==> src/rtl/power_pkg.sv <==
// Shared types and constants for the power-management monitor.
package power_pkg;

  localparam int PM_MAX_CH = 8;
  localparam int PM_MUX_W  = 3;

  typedef enum logic [1:0] {
    PM_IDLE   = 2'd0,
    PM_SETTLE = 2'd1,
    PM_SAMPLE = 2'd2,
    PM_NEXT   = 2'd3
  } pm_state_t;

endpackage

==> src/rtl/power_monitor_sequencer_sync2.sv <==
// Generic two-flop synchronizer for asynchronous pin inputs.
module sync2 #(
  parameter int W = 1
) (
  input  logic         clk,
  input  logic         reset_n,
  input  logic [W-1:0] d_i,
  output logic [W-1:0] q_o
);

  logic [W-1:0] meta_q;
  logic [W-1:0] sync_q;

  // Two-stage capture; first stage may go metastable, second is clean.
  always_ff @(posedge clk) begin
    if (!reset_n) begin
      meta_q <= '0;
      sync_q <= '0;
    end else begin
      meta_q <= d_i;
      sync_q <= meta_q;
    end
  end

  assign q_o = sync_q;

endmodule

==> src/rtl/power_monitor_sequencer.sv <==
// Power-board monitor: walks the analog mux, samples the comparator line
// after a settle delay, tracks consecutive faults per channel and drives
// the kill switch that gates motor/GPIO outputs.
//
// Handshake note: arm and kill_req are single-cycle request pulses from the
// bus slave; there is no ready/ack, each pulse is acted on in the cycle it
// is high. status_valid is a single-cycle pulse with no back-pressure.
module power_monitor_sequencer
  import power_pkg::*;
#(
  parameter int NUM_CH        = 8,
  parameter int SETTLE_CYCLES = 5000,
  parameter int FAULT_COUNT   = 4
) (
  input  logic                clk,
  input  logic                reset_n,
  input  logic                enable,
  input  logic                data_in,
  input  logic                arm,
  input  logic                kill_req,
  output logic [PM_MUX_W-1:0] mux_out,
  output logic                kill_sw,
  output logic [NUM_CH-1:0]   status,
  output logic                status_valid,
  output logic [PM_MUX_W-1:0] fault_ch,
  output logic                tripped,
  output pm_state_t           dbg_state
);

  localparam int CNT_W = (SETTLE_CYCLES > 1) ? $clog2(SETTLE_CYCLES) : 1;
  localparam logic [CNT_W-1:0]    CNT_LAST = CNT_W'(SETTLE_CYCLES - 1);
  localparam logic [PM_MUX_W-1:0] CH_LAST  = PM_MUX_W'(NUM_CH - 1);
  localparam logic [3:0]          FC_SAT   = 4'(FAULT_COUNT);

  pm_state_t             state_q, state_d;
  logic [PM_MUX_W-1:0]   ch_q, ch_d;
  logic [CNT_W-1:0]      cnt_q, cnt_d;
  logic [NUM_CH-1:0]     status_q, status_d;
  logic [3:0]            fcnt_q [NUM_CH];
  logic [3:0]            fcnt_d [NUM_CH];
  logic                  kill_q, kill_d;
  logic                  tripped_q, tripped_d;
  logic [PM_MUX_W-1:0]   fault_ch_c;

  logic data_s;
  logic sample_en;
  logic arm_clear;
  logic sat_now;
  logic any_sat;

  sync2 #(.W(1)) u_data_sync (
    .clk     (clk),
    .reset_n (reset_n),
    .d_i     (data_in),
    .q_o     (data_s)
  );

  assign sample_en = enable && (state_q == PM_SAMPLE);
  assign arm_clear = arm && tripped_q;

  // Scan FSM: channel select and settle counter. Dropping enable aborts the
  // sweep from any state and rewinds to channel 0.
  always_comb begin
    state_d = state_q;
    ch_d    = ch_q;
    cnt_d   = cnt_q;
    if (!enable) begin
      state_d = PM_IDLE;
      ch_d    = '0;
      cnt_d   = '0;
    end else begin
      case (state_q)
        PM_IDLE: begin
          ch_d    = '0;
          cnt_d   = '0;
          state_d = PM_SETTLE;
        end
        PM_SETTLE: begin
          if (cnt_q == CNT_LAST) state_d = PM_SAMPLE;
          else                   cnt_d   = cnt_q + 1'b1;
        end
        PM_SAMPLE: state_d = PM_NEXT;
        PM_NEXT: begin
          cnt_d   = '0;
          state_d = PM_SETTLE;
          ch_d    = (ch_q == CH_LAST) ? '0 : ch_q + 1'b1;
        end
        default: state_d = PM_IDLE;
      endcase
    end
  end

  // Sample capture and per-channel fault counters. A clearing arm is applied
  // first so a bad sample in the same cycle still counts afterwards.
  always_comb begin
    logic [3:0] base;
    base     = '0;
    status_d = status_q;
    sat_now  = 1'b0;
    for (int i = 0; i < NUM_CH; i++) begin
      base      = arm_clear ? 4'd0 : fcnt_q[i];
      fcnt_d[i] = base;
      if (sample_en && (ch_q == PM_MUX_W'(i))) begin
        status_d[i] = data_s;
        if (!data_s) begin
          if (base != FC_SAT)          fcnt_d[i] = base + 4'd1;
          if (base == FC_SAT - 4'd1)   sat_now   = 1'b1;
        end else begin
          fcnt_d[i] = '0;
        end
      end
    end
  end

  // Protection: saturation detect, lowest faulting channel, trip latch and
  // kill switch. Trip and kill_req dominate arm; arm cannot raise kill_sw in
  // the very cycle a sample saturates a counter.
  always_comb begin
    any_sat    = 1'b0;
    fault_ch_c = '0;
    tripped_d  = tripped_q;
    kill_d     = kill_q;
    for (int i = NUM_CH - 1; i >= 0; i--) begin
      if (fcnt_q[i] == FC_SAT) begin
        any_sat    = 1'b1;
        fault_ch_c = PM_MUX_W'(i);
      end
    end
    if (arm_clear)    tripped_d = 1'b0;
    else if (any_sat) tripped_d = 1'b1;
    if (any_sat || kill_req)                  kill_d = 1'b0;
    else if (arm && !tripped_q && !sat_now)   kill_d = 1'b1;
  end

  // State register for FSM, datapath and protection latches.
  always_ff @(posedge clk) begin
    if (!reset_n) begin
      state_q   <= PM_IDLE;
      ch_q      <= '0;
      cnt_q     <= '0;
      status_q  <= '0;
      kill_q    <= 1'b0;
      tripped_q <= 1'b0;
      for (int i = 0; i < NUM_CH; i++) fcnt_q[i] <= '0;
    end else begin
      state_q   <= state_d;
      ch_q      <= ch_d;
      cnt_q     <= cnt_d;
      status_q  <= status_d;
      kill_q    <= kill_d;
      tripped_q <= tripped_d;
      for (int i = 0; i < NUM_CH; i++) fcnt_q[i] <= fcnt_d[i];
    end
  end

  assign mux_out      = ch_q;
  assign kill_sw      = kill_q;
  assign status       = status_q;
  assign status_valid = (state_q == PM_NEXT) && (ch_q == CH_LAST);
  assign fault_ch     = fault_ch_c;
  assign tripped      = tripped_q;
  assign dbg_state    = state_q;

endmodule

==> config.mk <==
export PLATFORM = sky130hd
export DESIGN_NAME = power_monitor_sequencer
export DESIGN_NICKNAME = d
export VERILOG_FILES = /design/src/rtl/power_pkg.sv /design/src/rtl/power_monitor_sequencer_sync2.sv /design/src/rtl/power_monitor_sequencer.sv
export SDC_FILE = /design/constraint.sdc
export NUM_CORES = 1
export LEC_CHECK = 0
export CAP_MARGIN = 10
export CORE_MARGIN = 2
export CORE_UTILIZATION = 35
export DETAILED_ROUTE_END_ITERATION = 10
export SKIP_CTS_REPAIR_TIMING = 1
export SLEW_MARGIN = 5
export SYNTH_ARGS = -nofsm -noshare
export SYNTH_HDL_FRONTEND = slang
export SYNTH_SLANG_ARGS = --single-unit
==> constraint.sdc <==
create_clock -name clk -period 5.9 [get_ports clk]
set_input_delay 1.18 -clock clk [delete_from_list [all_inputs] [get_ports clk]]
set_output_delay 1.18 -clock clk [all_outputs]
set_load 0.02 [all_outputs]
# After elaboration in Yosys (flattened, before gate mapping)
# Memories as Yosys holds them, arrays and structs flattened.
# Index checks and enable logic that the tools add are counted.
word_totals:
  regBits: 30
  ramBits: 32
  in_bits: 6
  word_cells: 185
  mem_count: 1
op_classes:
  n_addsub: 10
  n_eq_ne: 37
  mux: 88
  n_bitwise: 9
  reduce_logical: 25
memory_table:
  columns: ["memory", "depth", "word_bits", "read_ports", "rd_ports_with_merged_regs", "write_ports", "line_no", "source"]
  rows:
  - ["fcnt_q", 8, 4, 8, 0, 8, "power_monitor_sequencer.sv:39", "logic [3:0] fcnt_q [NUM_CH];"]
ops:
  columns: ["operator", "n"]
  rows:
  - ["2-to-1 mux 4 bit", 40]
  - ["2-to-1 mux 1 bit", 34]
  - ["adder 4 x 1 -> 4 bit, second input constant", 8]
  - ["== test 4 x 2 -> 1 bit, second input constant", 8]
  - ["== test 4 x 3 -> 1 bit, second input constant", 8]
  - ["inequality test 4 x 3 -> 1 bit, second input constant", 8]
  - ["2-to-1 mux 3 bit", 9]
  - ["one-hot mux 13 bit (2 select lines)", 1]
  - ["adder 13 x 1 -> 13 bit, second input constant", 1]
  - ["== test 13 bit, second input constant", 1]
  - ["logical AND 1 bit", 13]
  - ["2-to-1 mux 13 bit", 1]
  - ["== test 3 bit, second input constant", 4]
  - ["bitwise OR 1 bit", 8]
  - ["== test 3 x 2 -> 1 bit, second input constant", 2]
  - ["one-hot mux 2 bit (3 select lines)", 1]
  - ["one-hot mux 3 bit (2 select lines)", 1]
  - ["OR reduction 2 bit", 3]
  - ["== test 2 bit, second input constant", 2]
  - ["inequality test 2 bit, second input constant", 2]
  - ["AND reduction 2 bit", 2]
  - ["nonzero test 2 bit", 2]
  - ["adder 3 x 1 -> 3 bit, second input constant", 1]
  - ["== test 3 x 1 -> 1 bit, second input constant", 1]
  - ["7 further kinds", 8]

# Logic depth before layout (Yosys ltp)
# Gate-level depths: netlist (run 1).
depth:
  depth_word: 29
  mapped_depth: 10

# Cells and area by module
# Synthesis (run 1) repeated with hierarchy kept, for this count alone.
hier_totals:
  cells_unflattened: 467
  hier_area_um2: 3777.4
modules_own_cells:
  columns: ["module", "instances", "cells_per_inst", "area_per_inst_um2", "seq_area_each_um2"]
  rows:
  - ["power_monitor_sequencer", 1, 463, 3724.8, 1201.2]
  - ["sync2", 1, 4, 52.6, 40.0]

# Least setup slack after synthesis (run 1)
# No wires, ideal clock.
synth_timing:
  path_kind: "flip-flop to output port"
  startpoint: "memory fcnt_q[6][1], in the netlist fcnt_q[1][9]"
  endpoint: "output port fault_ch[2]"
  arrival_ps: 1681
  setup_slack_ps: 3039
  stages_incl_launch_ff: 5
  n_path_buf: 0
  cell_sequence: "dfxtp_1 > or4b_2 > nand2b_1 > nor3_1 > nor3b_1"
synth_lines:
  columns: ["element", "line_no", "source"]
  rows:
  - ["start, declared", "power_monitor_sequencer.sv:39", null]
  - ["end, declared", "power_monitor_sequencer.sv:25", "output logic [PM_MUX_W-1:0] fault_ch,"]

==> results of run 1 <==
report_power, final:
part | switching, mW | internal (mW)
Sequential | 0.00187 | 0.420
Clock | 0.170 | 0.218
Combinational | 0.0261 | 0.0151
Total | 0.198 | 0.654
cell type report:
cell class              instances  area [sq um]  area share
well taps                     136           170      0.0393
multi-input cells             359          2360       0.545
flip-flops and latches         62          1240       0.287
clock inverters                 3          42.5     0.00983
clock buffers                  13           159      0.0367
inverters                      25          93.8      0.0217
repair buffers                 27           263      0.0607
layout by cell type (no fill, tap or decap), types with 13 or more instances in the layout:
| cell | synthesis | layout |
|---|---|---|
| sky130_fd_sc_hd__nor2_1 | 37 | 37 |
| sky130_fd_sc_hd__nand2_1 | 51 | 51 |
| sky130_fd_sc_hd__a21oi_1 | 37 | 37 |
| sky130_fd_sc_hd__ha_1 | 26 | 26 |
| sky130_fd_sc_hd__a21boi_0 | 13 | 13 |
| sky130_fd_sc_hd__inv_1 | 25 | 25 |
| sky130_fd_sc_hd__dfxtp_1 | 62 | 62 |
| sky130_fd_sc_hd__clkdlybuf4s50_1 | 0 | 24 |
| sky130_fd_sc_hd__nand3_1 | 17 | 17 |
| sky130_fd_sc_hd__and2_1 | 15 | 15 |
| sky130_fd_sc_hd__nor2b_1 | 17 | 17 |
logic make-up after synthesis:
kind of cell,after synthesis
buf+inv,45
flops,62
compound gates,111
fa+ha+maj,26
simple gates,206
xor+xnor,11
mux,5
sequential cells by signal (all words and copies together) (netlist names):
| register | flops |
|---|---|
| fcnt_q | 32 |
| cnt_q | 13 |
| status | 8 |
| mux_out | 3 |
| dbg_state | 2 |
| kill_sw | 1 |
| tripped | 1 |
| u_data_sync.meta_q | 1 |
| u_data_sync.q_o | 1 |
routing by layer:
| layer | vias up | GRT usage | part of all wire |
|---|---|---|---|
| li1 | 1696 | - | - |
| met1 | 1572 | 0.217 | 0.50 |
| met2 | 58 | 0.257 | 0.45 |
| met3 | 10 | 0.0374 | 0.040 |
| met4 | 0 | 0.0531 | 0.014 |
| met5 | - | 0 | 0 |
metrics by stage:
stage | utilization | power [mW] | instances
2_1_floorplan | - | 0.460 | 466
3_3_place_gp | 0.396 | 0.472 | 609
3_5_place_dp | 0.396 | 0.473 | 609
4_1_cts | 0.415 | 0.862 | 625
5_1_grt | 0.415 | 0.886 | 625
6_report | 0.415 | 0.852 | 625
critical path: stages (launching register included):
cell and delay, ps:
sky130_fd_sc_hd__dfxtp_1 400, sky130_fd_sc_hd__or4b_2 660, sky130_fd_sc_hd__nand2b_1 130, sky130_fd_sc_hd__nor3_1 80
sky130_fd_sc_hd__nor3b_1 320, sky130_fd_sc_hd__clkdlybuf4s50_1 670
how the worst min path moves through the flow:
stage	startpoint	endpoint	slack, ps
global route	u_data_sync.meta_q	u_data_sync.q_o	460
CTS	u_data_sync.meta_q	u_data_sync.q_o	440
global placement	u_data_sync.meta_q	u_data_sync.q_o	420
floorplan	u_data_sync.meta_q	u_data_sync.q_o	410
finish	u_data_sync.meta_q	u_data_sync.q_o	440
detailed placement	u_data_sync.meta_q	u_data_sync.q_o	420
==> reports/summary.txt, run 1 <==
Leak Pwr = 1.64 nW
fill cell count = 1081
Distinct cells, synth = 59
sort of element at the start of the critical path = register
Synth Instances = 466
area enclosed by the die boundary = 11700 sq um
# Max-Cap Violations = 0
pin count of the biggest net entering global routing = 43
worst slew margin relative to its limit = 0.524
estimated wirelength of the detail-placed design = 6080 um
post-route worst hold slack = 441 ps
max-slew violations = 0
worst setup path endpoint = fault_ch[2]
synth top area cells = sky130_fd_sc_hd__dfxtp_1 33%, sky130_fd_sc_hd__ha_1 8.6%, sky130_fd_sc_hd__nand2_1 5.1%
xor/xnor share of the synthesized area = 0.0255
ANT nets after route = 0
Worst R2R Path Depth = 9
horizontal die dimension = 108 um
status = finished, final reports clean
area share of fa/ha/maj cells after synthesis = 0.0860
Final Instance Area = 4330 sq um
share of Yosys cell area claimed by the top area cell type = 0.328
top-level port count = 25
first-pass GRT wire length = 15100 um
cell row count = 37
Mapped Area = 3780 sq um
share of the synthesized area in compound gates (AO/OA/AOI/OAI) = 0.194
worst hold path type = reg2reg
portion of the clock cycle consumed by the worst path in the final layout = 0.639
endpoint arrival time on the critical path = 2590 ps
total routing resource utilization after global routing = 0.162
GPL Wtd Cong = 0.885
internal reg-to-reg setup slack = 3530 ps
fraction of layout cells with a size suffix above 1 = 0.0613
most common flop cell mapped by yosys = sky130_fd_sc_hd__dfxtp_1
setup repair after global routing missed its margin = false
initial cell density of the core = 0.363
top achievable clock speed = 265 MHz
placed inst area = 4130 sq um
Synth async-reset ratio = 0
beginning of the critical path = fcnt_q[1][10]
slew at the pin with the worst max-slew slack = 712 ps
DP Worst Slack = 2270 ps
clk_skew = 8.87 ps
post-route minimum period = 3770 ps
antenna violations before repair = 0
Crit path required time = 4720 ps
total number of clock tree sinks = 62
endpoint class of the critical path = output pin
total inserted antenna cells = 0
Min-Delay Path Depth = 1
count of final setup violators = 0
fraction of the yosys area taken by sequential cells = 0.328
mean post-synth cell area = 8.12 sq um
worst skew pair latency = 340 ps
r2r startpoint = tripped
average detailed-routed wire length per instance = 14.2 um
most numerous cell in the Yosys netlist = sky130_fd_sc_hd__dfxtp_1
starting DRC count in detailed routing = 120
main combinational cell family by area after synthesis = simple AND/OR/NAND/NOR gates
count of final hold-check violations = 0
total negative slack for setup checks = 0 ps
die height = 108 um
Longest Clk Path Bufs = 2
fraction of synthesized area in multiplexers = 0.0136
maximum fanout encountered on the critical timing path = 4
via count of the first global-routing pass = 3175
net count of the mapped netlist = 498
via-per-instance ratio = 5.34
DRC violations left = 0
growth of design area from synthesis to finish = 14.3%
Crit Reg-Reg Endpoint = fcnt_q[0][4]
final critical-path setup slack = 2130 ps
Final Routed Wirelength = 8900 um
via count = 3336
clock root cell = sky130_fd_sc_hd__clkbuf_8
GRT overflow = 0
Peak VDD IR = 0.0913 mV
number of H-tree levels = 3
flip-flop and latch count after synthesis = 62
ratio of total power to cell area = 197 nW/um^2
yosys warns = 0
number of search-and-repair iterations in the first detailed-routing pass = 4
nets = 516
TritonCTS clock tree = built
EDFF count, synth = 0
register clock-pin slew on the reported worst setup and hold paths = 70 ps
basic-gate share of the synthesized area counting and, or, nand and nor cells = 0.303
worst setup path class = reg2out
area inside the core boundary = 10400 sq um
# port buffers = 24
most numerous cell types in the synthesized netlist = 62 x sky130_fd_sc_hd__dfxtp_1, 51 x sky130_fd_sc_hd__nand2_1, 37 x sky130_fd_sc_hd__a21oi_1, 37 x sky130_fd_sc_hd__nor2_1, 26 x sky130_fd_sc_hd__ha_1
total clock buffers created by CTS = 9
post-synth top area cell = sky130_fd_sc_hd__dfxtp_1
Power figures use the tool's default switching activity.
==> inputs of run 2 (changes only) <==
==> constraint.sdc (replaced) <==
create_clock -name clk -period 3.3 [get_ports clk]
set_input_delay 0.66 -clock clk [delete_from_list [all_inputs] [get_ports clk]]
set_output_delay 0.66 -clock clk [all_outputs]
set_load 0.02 [all_outputs]
==> run 2 against run 1 <==
- critical path depth is the same
- core utilization up 0.096 points
- via count up 0.15%
- non-clock buffer count increased by 5
- sequential power up 79%
- routed wire length shrank 1.1%
- die area unchanged
- clock power up 56%
- setup slack lost 1900 ps
- hold slack got worse by 1.8 ps
==> reports/summary.txt, run 2 (synthesis gave the netlist of run 1 again) <==
status = finished, final reports clean (unchanged)
sort of element at the start of the critical path = register (unchanged)
cell row count = 37 (unchanged)
Crit path required time = 2640 ps (was 4720 ps)
ratio of total power to cell area = 331 nW/um^2 (was 197 nW/um^2)
area inside the core boundary = 10400 sq um (unchanged)
Final Routed Wirelength = 8800 um (was 8900 um)
max FFs per register = 32 (unchanged)
starting DRC count in detailed routing = 181 (was 120)
die height = 108 um (unchanged)
DP Worst Slack = 335 ps (was 2270 ps)
total inserted antenna cells = 0 (unchanged)
top library cells by usage in the layout, fill and taps aside = 62 x sky130_fd_sc_hd__dfxtp_1, 51 x sky130_fd_sc_hd__nand2_1, 37 x sky130_fd_sc_hd__nor2_1, 37 x sky130_fd_sc_hd__a21oi_1, 26 x sky130_fd_sc_hd__ha_1 (unchanged)
number of search-and-repair iterations in the first detailed-routing pass = 4 (unchanged)
worst skew pair latency = 340 ps (about the same)
estimated wirelength of the detail-placed design = 6210 um (was 6080 um)
total negative slack for setup checks = 0 ps (unchanged)
clk_skew = 6.69 ps (was 8.87 ps)
r2r startpoint = tripped (unchanged)
initial cell density of the core = 0.363 (unchanged)
Longest Clk Path Bufs = 2 (unchanged)
area of combinational cells with multiple inputs = 2360 sq um (unchanged)
count of final hold-check violations = 0 (unchanged)
total clock buffers created by CTS = 9 (unchanged)
nets = 521 (was 516)
total routing resource utilization after global routing = 0.162 (about the same)
horizontal die dimension = 108 um (unchanged)
area enclosed by the die boundary = 11700 sq um (unchanged)
growth of design area from synthesis to finish = 14.6% (was 14.3%)
internal reg-to-reg setup slack = 1070 ps (was 3530 ps)
endpoint arrival time on the critical path = 2450 ps (was 2590 ps)
# Max-Cap Violations = 0 (unchanged)
clock root cell = sky130_fd_sc_hd__clkbuf_8 (unchanged)
Hold Path Origin = u_data_sync.meta_q (unchanged)
portion of the clock cycle consumed by the worst path in the final layout = 0.943
slew at the pin with the worst max-slew slack = 588 ps (was 712 ps)
final critical-path setup slack = 187 ps (was 2130 ps)
register clock-pin slew on the reported worst setup and hold paths = 80 ps (was 70 ps)
via count of the first global-routing pass = 3183 (was 3175)
maximum fanout encountered on the critical timing path = 3 (was 4)
average detailed-routed wire length per instance = 14.0 um (was 14.2 um)
antenna violations before repair = 0 (unchanged)
DRC violations left = 0 (unchanged)
Crit Reg-Reg Endpoint = fcnt_q[0][0] (was fcnt_q[0][4])
total number of clock tree sinks = 62 (unchanged)
via count = 3341 (was 3336)
worst hold path type = reg2reg (unchanged)
number of H-tree levels = 3 (unchanged)
count of final setup violators = 0 (unchanged)
TritonCTS clock tree = built (unchanged)
storage element area = 1240 sq um (unchanged)
# port buffers = 24 (unchanged)
pin count of the biggest net entering global routing = 34 (was 43)
max-slew violations = 0 (unchanged)
top achievable clock speed = 321 MHz
top-level port count = 25 (unchanged)
Min-Delay Path Depth = 1 (unchanged)
Worst R2R Path Depth = 10 (was 9)
worst slew margin relative to its limit = 0.602 (was 0.524)
post-route minimum period = 3110 ps
fraction of layout cells with a size suffix above 1 = 0.0749 (was 0.0613)
ANT nets after route = 0 (unchanged)
Peak VDD IR = 0.183 mV (was 0.0913 mV)
setup repair after global routing missed its margin = false (unchanged)
endpoint class of the critical path = output pin (unchanged)
via-per-instance ratio = 5.30 (was 5.34)
first-pass GRT wire length = 15000 um (was 15100 um)
fill cell count = 1078 (was 1081)
Worst Hold Path EP = u_data_sync.q_o (unchanged)
register with the most flip-flops = fcnt_q (unchanged)
Leak Pwr = 1.65 nW (was 1.64 nW)
GRT overflow = 0 (unchanged)
most common cell after layout, fill and taps aside = sky130_fd_sc_hd__dfxtp_1 (unchanged)
worst setup path class = reg2out (unchanged)
GPL Wtd Cong = 0.809 (was 0.885)
-- run 2: cell types whose count changed in the layout (fill, tap and decap cells not counted), moves of 2 or more --
cell / previous run / this run
sky130_fd_sc_hd__buf_4: 3 / 8
sky130_fd_sc_hd__clkbuf_1: 2 / 0
sky130_fd_sc_hd__clkbuf_8: 11 / 9
sky130_fd_sc_hd__clkinvlp_4: 1 / 3
-- run 2: power by group --
group          switching (mW)  leakage (nW)  internal, mW
Clock                   0.331        0.0816         0.273
Combinational          0.0465          1.07        0.0286
Sequential            0.00337         0.500         0.751
-- run 2: metal layers --
layer / part of all wire / track usage
met1: 0.49 / 0.221
met2: 0.43 / 0.246
met5: 0 / 0
met3: 0.052 / 0.0307
met4: 0.022 / 0.0769
-- run 2: final cells by class --
class	count	share of cell area
Multi-Input combinational cell	359	0.544
Sequential cell	62	0.286
Timing Repair Buffer	32	0.0692
Tap cell	136	0.0392
Clock buffer	9	0.0286
Inverter	25	0.0216
Clock inverter	7	0.0115
-- run 2: worst max-delay path, stage by stage, from the launching register on --
cell and delay (ps):
sky130_fd_sc_hd__dfxtp_1 330, sky130_fd_sc_hd__or4b_2 690, sky130_fd_sc_hd__nand2b_1 120, sky130_fd_sc_hd__nor3_1 80, sky130_fd_sc_hd__nor3b_1 250, sky130_fd_sc_hd__clkdlybuf4s50_1 650
-- run 2: worst max-delay path by stage --
stage	start	end	slack [ps]	depth (start not counted)
after global placement	arm	fcnt_q[0][4]	440	10
after CTS	fcnt_q[1][9]	fault_ch[2]	180	5
final	fcnt_q[1][9]	fault_ch[2]	190	5
after detailed placement	arm	fcnt_q[0][4]	340	10
after floorplan	fcnt_q[1][9]	fault_ch[2]	960	4
after global routing	fcnt_q[1][9]	fault_ch[2]	30	5
-- run 2: per-stage QoR --
stage               power, mW  cell area (sq um)  std cells  utilization  hold WS (ps)
floorplan               0.822               3780        466            -           412
global placement        0.846               4160        614        0.400           421
detailed placement      0.847               4160        614        0.400           428
CTS                      1.46               4340        630        0.416           446
global route             1.49               4340        630        0.416           470
finish                   1.43               4340        630        0.416           440
==> inputs of run 3 (changes only) <==
--- a/config.mk
+++ b/config.mk
@@ -5,10 +5,10 @@
 export SDC_FILE = /design/constraint.sdc
 export NUM_CORES = 1
 export LEC_CHECK = 0
-export CAP_MARGIN = 10
 export CORE_MARGIN = 2
 export CORE_UTILIZATION = 35
 export DETAILED_ROUTE_END_ITERATION = 10
+export GPL_ROUTABILITY_DRIVEN = 0
 export SKIP_CTS_REPAIR_TIMING = 1
 export SLEW_MARGIN = 5
 export SYNTH_ARGS = -nofsm -noshare
==> results of run 3 <==
No change in the layout: final DEF, timing and power equal those of run 2.
